File: config.mk
export PLATFORM = sky130hd
export DESIGN_NAME = bcd_seg_scan
export DESIGN_NICKNAME = d
export VERILOG_FILES = /design/src/rtl/bcd_seg_scan_pkg.sv /design/src/rtl/bcd_seg_scan_seg7_decode.sv /design/src/rtl/bcd_seg_scan.sv
export SDC_FILE = /design/constraint.sdc
export NUM_CORES = 1
export LEC_CHECK = 0
export BUFFER_PORTS_ARGS = -buffer_cell sky130_fd_sc_hd__buf_2
export CAP_MARGIN = 20
export CORE_MARGIN = 2
export CORE_UTILIZATION = 35
export DETAILED_ROUTE_END_ITERATION = 10
export HOLD_SLACK_MARGIN = 0.03
export PLACE_DENSITY = 0.55
export RECOVER_POWER = 100
export SLEW_MARGIN = 40
export SYNTH_ARGS = -nofsm -noshare
export SYNTH_HDL_FRONTEND = slang
export SYNTH_SLANG_ARGS = --single-unit
export TNS_END_PERCENT = 10
File: constraint.sdc
create_clock -name clk -period 2.8 [get_ports clk]
set_input_delay 0.14 -clock clk [delete_from_list [all_inputs] [get_ports clk]]
set_output_delay 0.14 -clock clk [all_outputs]
set_load 0.01 [all_outputs]
File: src/rtl/bcd_seg_scan_pkg.sv
// Shared types and constants for the BCD sampler / 7-segment scanner.
package bcd_seg_scan_pkg;

  localparam int unsigned NUM_DIGITS = 4;
  localparam int unsigned DIGIT_W    = 4;
  localparam int unsigned SEG_W      = 8;

  typedef enum logic [1:0] {
    ST_IDLE  = 2'd0,
    ST_REQ   = 2'd1,
    ST_WAIT  = 2'd2,
    ST_LATCH = 2'd3
  } state_e;

  typedef logic [DIGIT_W-1:0] digit_t;
  typedef logic [SEG_W-1:0]   seg_t;

  // Converter result as captured into the shadow registers, d3 is leftmost.
  typedef struct packed {
    digit_t d3;
    digit_t d2;
    digit_t d1;
    digit_t d0;
  } bcd_word_t;

  // Active-low {dp,g,f,e,d,c,b,a}; dp stays dark in every code.
  localparam seg_t SEG_BLANK = 8'hFF;
  localparam seg_t SEG_DASH  = 8'hBF;
  localparam seg_t SEG_0     = 8'hC0;
  localparam seg_t SEG_1     = 8'hF9;
  localparam seg_t SEG_2     = 8'hA4;
  localparam seg_t SEG_3     = 8'hB0;
  localparam seg_t SEG_4     = 8'h99;
  localparam seg_t SEG_5     = 8'h92;
  localparam seg_t SEG_6     = 8'h82;
  localparam seg_t SEG_7     = 8'hF8;
  localparam seg_t SEG_8     = 8'h80;
  localparam seg_t SEG_9     = 8'h90;

endpackage

File: src/rtl/bcd_seg_scan_seg7_decode.sv
// Combinational BCD digit to active-low 7-segment code, with blank override.
module seg7_decode
  import bcd_seg_scan_pkg::*;
(
  input  logic [DIGIT_W-1:0] digit,
  input  logic               blank,
  output logic [SEG_W-1:0]   seg_c
);

  always_comb begin
    seg_c = SEG_DASH;
    if (blank) begin
      seg_c = SEG_BLANK;
    end else begin
      case (digit)
        4'd0:    seg_c = SEG_0;
        4'd1:    seg_c = SEG_1;
        4'd2:    seg_c = SEG_2;
        4'd3:    seg_c = SEG_3;
        4'd4:    seg_c = SEG_4;
        4'd5:    seg_c = SEG_5;
        4'd6:    seg_c = SEG_6;
        4'd7:    seg_c = SEG_7;
        4'd8:    seg_c = SEG_8;
        4'd9:    seg_c = SEG_9;
        default: seg_c = SEG_DASH;
      endcase
    end
  end

endmodule

File: src/rtl/bcd_seg_scan.sv
// Requests a BCD conversion once per scan frame, captures the settled digits
// and multiplexes them onto a common-anode 4-digit 7-segment display.
module bcd_seg_scan
  import bcd_seg_scan_pkg::*;
#(
  parameter int unsigned SCAN_DIV  = 100000,
  parameter int unsigned CONV_WAIT = 16,
  parameter bit          BLANK_LZ  = 1'b1
) (
  input  logic               clk,
  input  logic               reset,
  input  logic               enable,
  input  logic [DIGIT_W-1:0] bcd3,
  input  logic [DIGIT_W-1:0] bcd2,
  input  logic [DIGIT_W-1:0] bcd1,
  input  logic [DIGIT_W-1:0] bcd0,
  output logic               start,
  output logic [3:0]         an,
  output logic [SEG_W-1:0]   seg
);

  localparam int unsigned SCAN_W = $clog2(SCAN_DIV);
  localparam int unsigned WAIT_W = $clog2(CONV_WAIT);
  localparam logic [SCAN_W-1:0] SCAN_LAST = SCAN_W'(SCAN_DIV - 1);
  localparam logic [WAIT_W-1:0] WAIT_LAST = WAIT_W'(CONV_WAIT - 1);
  localparam logic [1:0]        IDX_LAST  = 2'd3;

  logic [SCAN_W-1:0] scan_q, scan_d;
  logic [1:0]        idx_q, idx_d;
  state_e            state_q, state_d;
  logic [WAIT_W-1:0] wait_q, wait_d;
  bcd_word_t         shadow_q, shadow_d;
  logic              start_q, start_d;
  logic [3:0]        an_q, an_d;
  seg_t              seg_q, seg_d;

  logic              scan_wrap_c;
  logic              frame_tick_c;
  digit_t            cur_digit_c;
  logic              cur_lz_c;
  logic              cur_blank_c;
  seg_t              dec_seg_c;

  // Free-running digit scan; the frame tick is the index wrapping 3 -> 0.
  always_comb begin
    scan_wrap_c  = (scan_q == SCAN_LAST);
    scan_d       = scan_wrap_c ? '0 : scan_q + SCAN_W'(1);
    idx_d        = scan_wrap_c ? idx_q + 2'd1 : idx_q;
    frame_tick_c = scan_wrap_c && (idx_q == IDX_LAST);
  end

  // Sample FSM: one request in flight, frame ticks while busy are dropped.
  always_comb begin
    state_d  = state_q;
    wait_d   = wait_q;
    shadow_d = shadow_q;
    case (state_q)
      ST_IDLE: begin
        if (frame_tick_c && enable) begin
          state_d = ST_REQ;
        end
      end
      ST_REQ: begin
        wait_d  = '0;
        state_d = ST_WAIT;
      end
      ST_WAIT: begin
        wait_d = wait_q + WAIT_W'(1);
        if (wait_d == WAIT_LAST) begin
          state_d = ST_LATCH;
        end
      end
      ST_LATCH: begin
        shadow_d = '{d3: bcd3, d2: bcd2, d1: bcd1, d0: bcd0};
        state_d  = ST_IDLE;
      end
      default: state_d = ST_IDLE;
    endcase
    start_d = (state_d == ST_REQ);
  end

  // Select the scanned digit and whether it is a leading zero.
  always_comb begin
    cur_digit_c = shadow_q.d0;
    cur_lz_c    = 1'b0;
    case (idx_q)
      2'd3: begin
        cur_digit_c = shadow_q.d3;
        cur_lz_c    = (shadow_q.d3 == '0);
      end
      2'd2: begin
        cur_digit_c = shadow_q.d2;
        cur_lz_c    = (shadow_q.d3 == '0) && (shadow_q.d2 == '0);
      end
      2'd1: begin
        cur_digit_c = shadow_q.d1;
        cur_lz_c    = (shadow_q.d3 == '0) && (shadow_q.d2 == '0) && (shadow_q.d1 == '0);
      end
      default: begin
        cur_digit_c = shadow_q.d0;
        cur_lz_c    = 1'b0;
      end
    endcase
    cur_blank_c = BLANK_LZ && cur_lz_c;
  end

  seg7_decode u_dec (
    .digit (cur_digit_c),
    .blank (cur_blank_c),
    .seg_c (dec_seg_c)
  );

  // an and seg come from the same index snapshot so they never disagree.
  always_comb begin
    an_d  = 4'hF;
    seg_d = SEG_BLANK;
    if (enable) begin
      an_d  = ~(4'b0001 << idx_q);
      seg_d = dec_seg_c;
    end
  end

  always_ff @(posedge clk or posedge reset) begin
    if (reset) begin
      scan_q   <= '0;
      idx_q    <= '0;
      state_q  <= ST_IDLE;
      wait_q   <= '0;
      shadow_q <= '0;
      start_q  <= 1'b0;
      an_q     <= 4'hF;
      seg_q    <= SEG_BLANK;
    end else begin
      scan_q   <= scan_d;
      idx_q    <= idx_d;
      state_q  <= state_d;
      wait_q   <= wait_d;
      shadow_q <= shadow_d;
      start_q  <= start_d;
      an_q     <= an_d;
      seg_q    <= seg_d;
    end
  end

  assign start = start_q;
  assign an    = an_q;
  assign seg   = seg_q;

endmodule

==> flow_summary_export.csv <==
group,metric,value,unit
setup_path,critPathBufInv,1,
pwr,seq_power_share,59.2,%
cells_and_area,final_cell_mix,"dfrtp_1, nand2_1, buf_2, inv_1",
setup_path,crit_type,"flop to flop",
detailed_routing,wl,4540,um
placed_design,port_buffers,30,
cells_and_area,final_common_cell,"dfrtp_1",
global_route,grt_pass1_wl,7980,um
detailed_routing,drt_iter0_markers,41,
job,cap_violations,1,
setup_path,reg2reg_depth,7,
floorplanning,die_y,88.6,um
global_route,grt_usage,13.0,%
floorplanning,initial_utilization,36.5,%
sta,fin_setup_tns,0,ns
setup_path,critPathLaunchType,"flop",
sta,rsz0062_at_grt,"no",
sta,fin_ws,0.714,ns
global_route,antenna_found_initial,0,
placed_design,gp_congestion,0.708,
sta,timing.final.crit_share,74.5,%
setup_path,worstPathCellList,"inv_1 > ha_1 > a222oi_1 > mux2i_1 > nor2_1 > a21boi_0 > o21ai_0",
detailed_routing,via_per_inst,4.75,
min_path,hold_class,"input port to flop",
sta,setup_viol,0,
setup_path,crit_path_max_fanout,9,
clock_tree,cts_root_buffer,"clkbuf_8",
pwr,power_switching,300,uW
detailed_routing,drt_pass1_iterations,5,
clock_tree,cts_setup_buffers,0,
floorplanning,core.rowCount,30,
logic_synthesis,synth.net_count,260,
detailed_routing,detail-route-antenna-nets,0,
setup_path,worstSetupPathDepth,7,
clock_tree,h-tree-depth,2,
clock_tree,clock_path_buffers,2,
clock_tree,cts_tree,"done",
clock_tree,cts.sinks,53,
detailed_routing,wire_per_inst,12.6,um
logic_synthesis,synth_area,2510,um^2
pwr,pwr-share-clk,35.0,%
setup_path,critPathTopFamily,"compound AO/OA/AOI/OAI gates",
setup_path,worstSetupEndpointType,"flop",
global_route,grt_max_degree,50,
sta,worstMarginPinSlew,1.82,ns
pwr,vdd_ir_drop_max,0.146,mV
global_route,grt_overflow_total,0,
sta,maxSlewViolCount,50,
floorplanning,dieArea,7850,um^2
status,violations,"max-capacitance violations, max-slew violations",
floorplanning,design.core.area,6870,um^2
cells_and_area,nNetsFinal,295,
placed_design,post-place-ws,0.780,ns
clock_tree,numCtsBuffers,5,
detailed_routing,drcViolationCount,0,
cells_and_area,area_delta_synth_final,13.9,%
cells_and_area,final_util,41.6,%
clock_tree,clkSlewWorstSetupHoldPaths,0.09,ns
logic_synthesis,syn_inst,227,
min_path,min_delay_path_depth,2,
setup_path,required,3.03,ns
sta,hold_violations,0,
logic_synthesis,yosys_warnings,0,
clock_tree,clk_latency,0.30,ns
pwr,cell_internal_pwr,1050,uW
setup_path,cp_slowest_cell,"a222oi_1",
sta,slew_headroom,-21.4,%
pwr,p_comb_share,5.8,%
cells_and_area,diodes,0,
pwr,cellPowerDensity,473,nW/um^2
sta,clock_skew,0.00862,ns
setup_path,slowest_delay,0.40,ns
logic_synthesis,synth.avg_cell_area,11.0,um^2
global_route,grt_pass1_vias,1744,
floorplanning,die_w,88.6,um
clock_tree,cts_resized,0,
logic_synthesis,synth.distinct_cells,39,
pwr,switching_share,22.2,%
sta,fin_crit,2.09,ns
floorplanning,io_pins,32,
logic_synthesis,ys_seq_area_share,53.5,%
detailed_routing,vias,1706,
cells_and_area,drive_gt1_share,19.8,%
logic_synthesis,synth-seq-cells,53,
sta,fmax,479,MHz
status,outcome,"complete, but fails checks",
pwr,p_leak,0.00126,uW
placed_design,place_hpwl,3300,um
setup_path,worstPathArrival,2.31,ns
-- cell families after synthesis --
kind of cell / Yosys count / synth area share, %
AO/OA/AOI/OAI: 31 / 8.04
AND/OR/NAND/NOR: 73 / 14.7
multiplexers: 16 / 7.09
adder cells (fa/ha/maj): 14 / 6.99
other: 1 / 0.150
buffers and inverters: 22 / 3.59
XOR/XNOR: 17 / 5.94
flip-flops: 53 / 53.5
-- final timing paths --
| kind | from | to | slack [ns] |
|---|---|---|---|
| max reg2reg | idx_q[1] | seg[5] | 0.71 |
| min | enable | an[0] | 0.05 |
| min in group asynchronous | reset | scan_q[14] | 0.96 |
| min reg2reg | scan_q[6] | scan_q[6] | 0.49 |
| max in group asynchronous | reset | idx_q[0] | 0.79 |
| max | idx_q[1] | seg[5] | 0.71 |
-- registers in the layout, indices dropped and copies added (netlist names) --
name and cells:
an 4, idx_q 2, scan_q 17, seg 7, shadow_q 16, start 1, state_q 2, wait_q 4
-- power by group through the flow --
stage / combinational [uW] / sequential, uW / clock (uW)
2_1_floorplan: 45.1 / 816 / 0
4_1_cts: 84.8 / 800 / 494
3_3_place_gp: 81.0 / 814 / 0
5_1_grt: 90.5 / 802 / 531
3_5_place_dp: 82.3 / 814 / 0
6_report: 78.7 / 800 / 473
-- layer usage --
| metal | vias up | wire [um] | GRT usage, % |
|---|---|---|---|
| li1 | 853 | - | - |
| met1 | 805 | 2050 | 15.9 |
| met5 | - | 0 | 0 |
| met4 | 0 | 82 | 4.13 |
| met2 | 40 | 2150 | 21.9 |
| met3 | 8 | 261 | 4.01 |
-- cell usage after synthesis --
cell / number / area share, %
nand3_1: 11 / 2.2
buf_4: 2 / 0.60
clkbuf_1: 3 / 0.45
o21bai_1: 2 / 0.60
nor2_2: 1 / 0.25
xnor2_1: 12 / 4.2
nor4_1: 2 / 0.50
dfstp_2: 11 / 12
a21oi_1: 4 / 0.80
o22ai_1: 4 / 1.0
nor3_4: 1 / 0.65
nor4b_1: 2 / 0.70
a21boi_0: 1 / 0.30
or4_1: 1 / 0.30
conb_1: 1 / 0.15
and3_1: 2 / 0.50
a31oi_1: 1 / 0.25
o21ai_0: 10 / 2.0
or2_2: 1 / 0.25
o31a_1: 1 / 0.35
a22o_1: 1 / 0.35
mux2i_1: 2 / 0.80
or4b_4: 1 / 0.55
ha_1: 14 / 7.0
and2b_1: 1 / 0.30
and2_1: 1 / 0.25
nor2_1: 13 / 1.9
dfrtp_1: 42 / 42
nand4_1: 6 / 1.5
a222oi_1: 3 / 1.2
nor3b_1: 1 / 0.30
a21o_1: 1 / 0.30
nand2_1: 25 / 3.7
mux2_2: 14 / 6.3
o211ai_1: 1 / 0.30
inv_1: 17 / 2.5
xor2_1: 5 / 1.7
nor3_1: 4 / 0.80
a22oi_1: 2 / 0.60
-- per-stage QoR --
step           instance area [um^2]  cells  hold slack [ns]  total power [uW]
6_report                       2860    359           0.0450              1350
5_1_grt                        2860    359           0.0371              1420
4_1_cts                        2880    359           0.0342              1380
3_5_place_dp                   2760    349            0.265               896
3_3_place_gp                   2760    349            0.352               895
2_1_floorplan                  2510    227            0.179               861
-- cell type report --
class / count / area (um^2)
flip-flops and latches: 53 / 1340
clock buffers: 7 / 97.6
inverters: 17 / 63.8
repair buffers: 33 / 159
well taps: 96 / 120
multi-input cells: 152 / 1070
clock inverters: 1 / 5.00
fillers: 696 / 4010
-- timing repair --
item	in CTS	in global routing
hold buffers	2	0
setup endpoints to repair	0	0
endpoints found under the hold margin	43	0
-- worst register-to-register path, cell delays in order (launching register included) --
cell and delay (ns):
dfrtp_1 0.38, inv_1 0.10, ha_1 0.27, a222oi_1 0.40
mux2i_1 0.30, nor2_1 0.28, a21boi_0 0.19, o21ai_0 0.10
No activity file was read; power rests on OpenSTA's default activity.
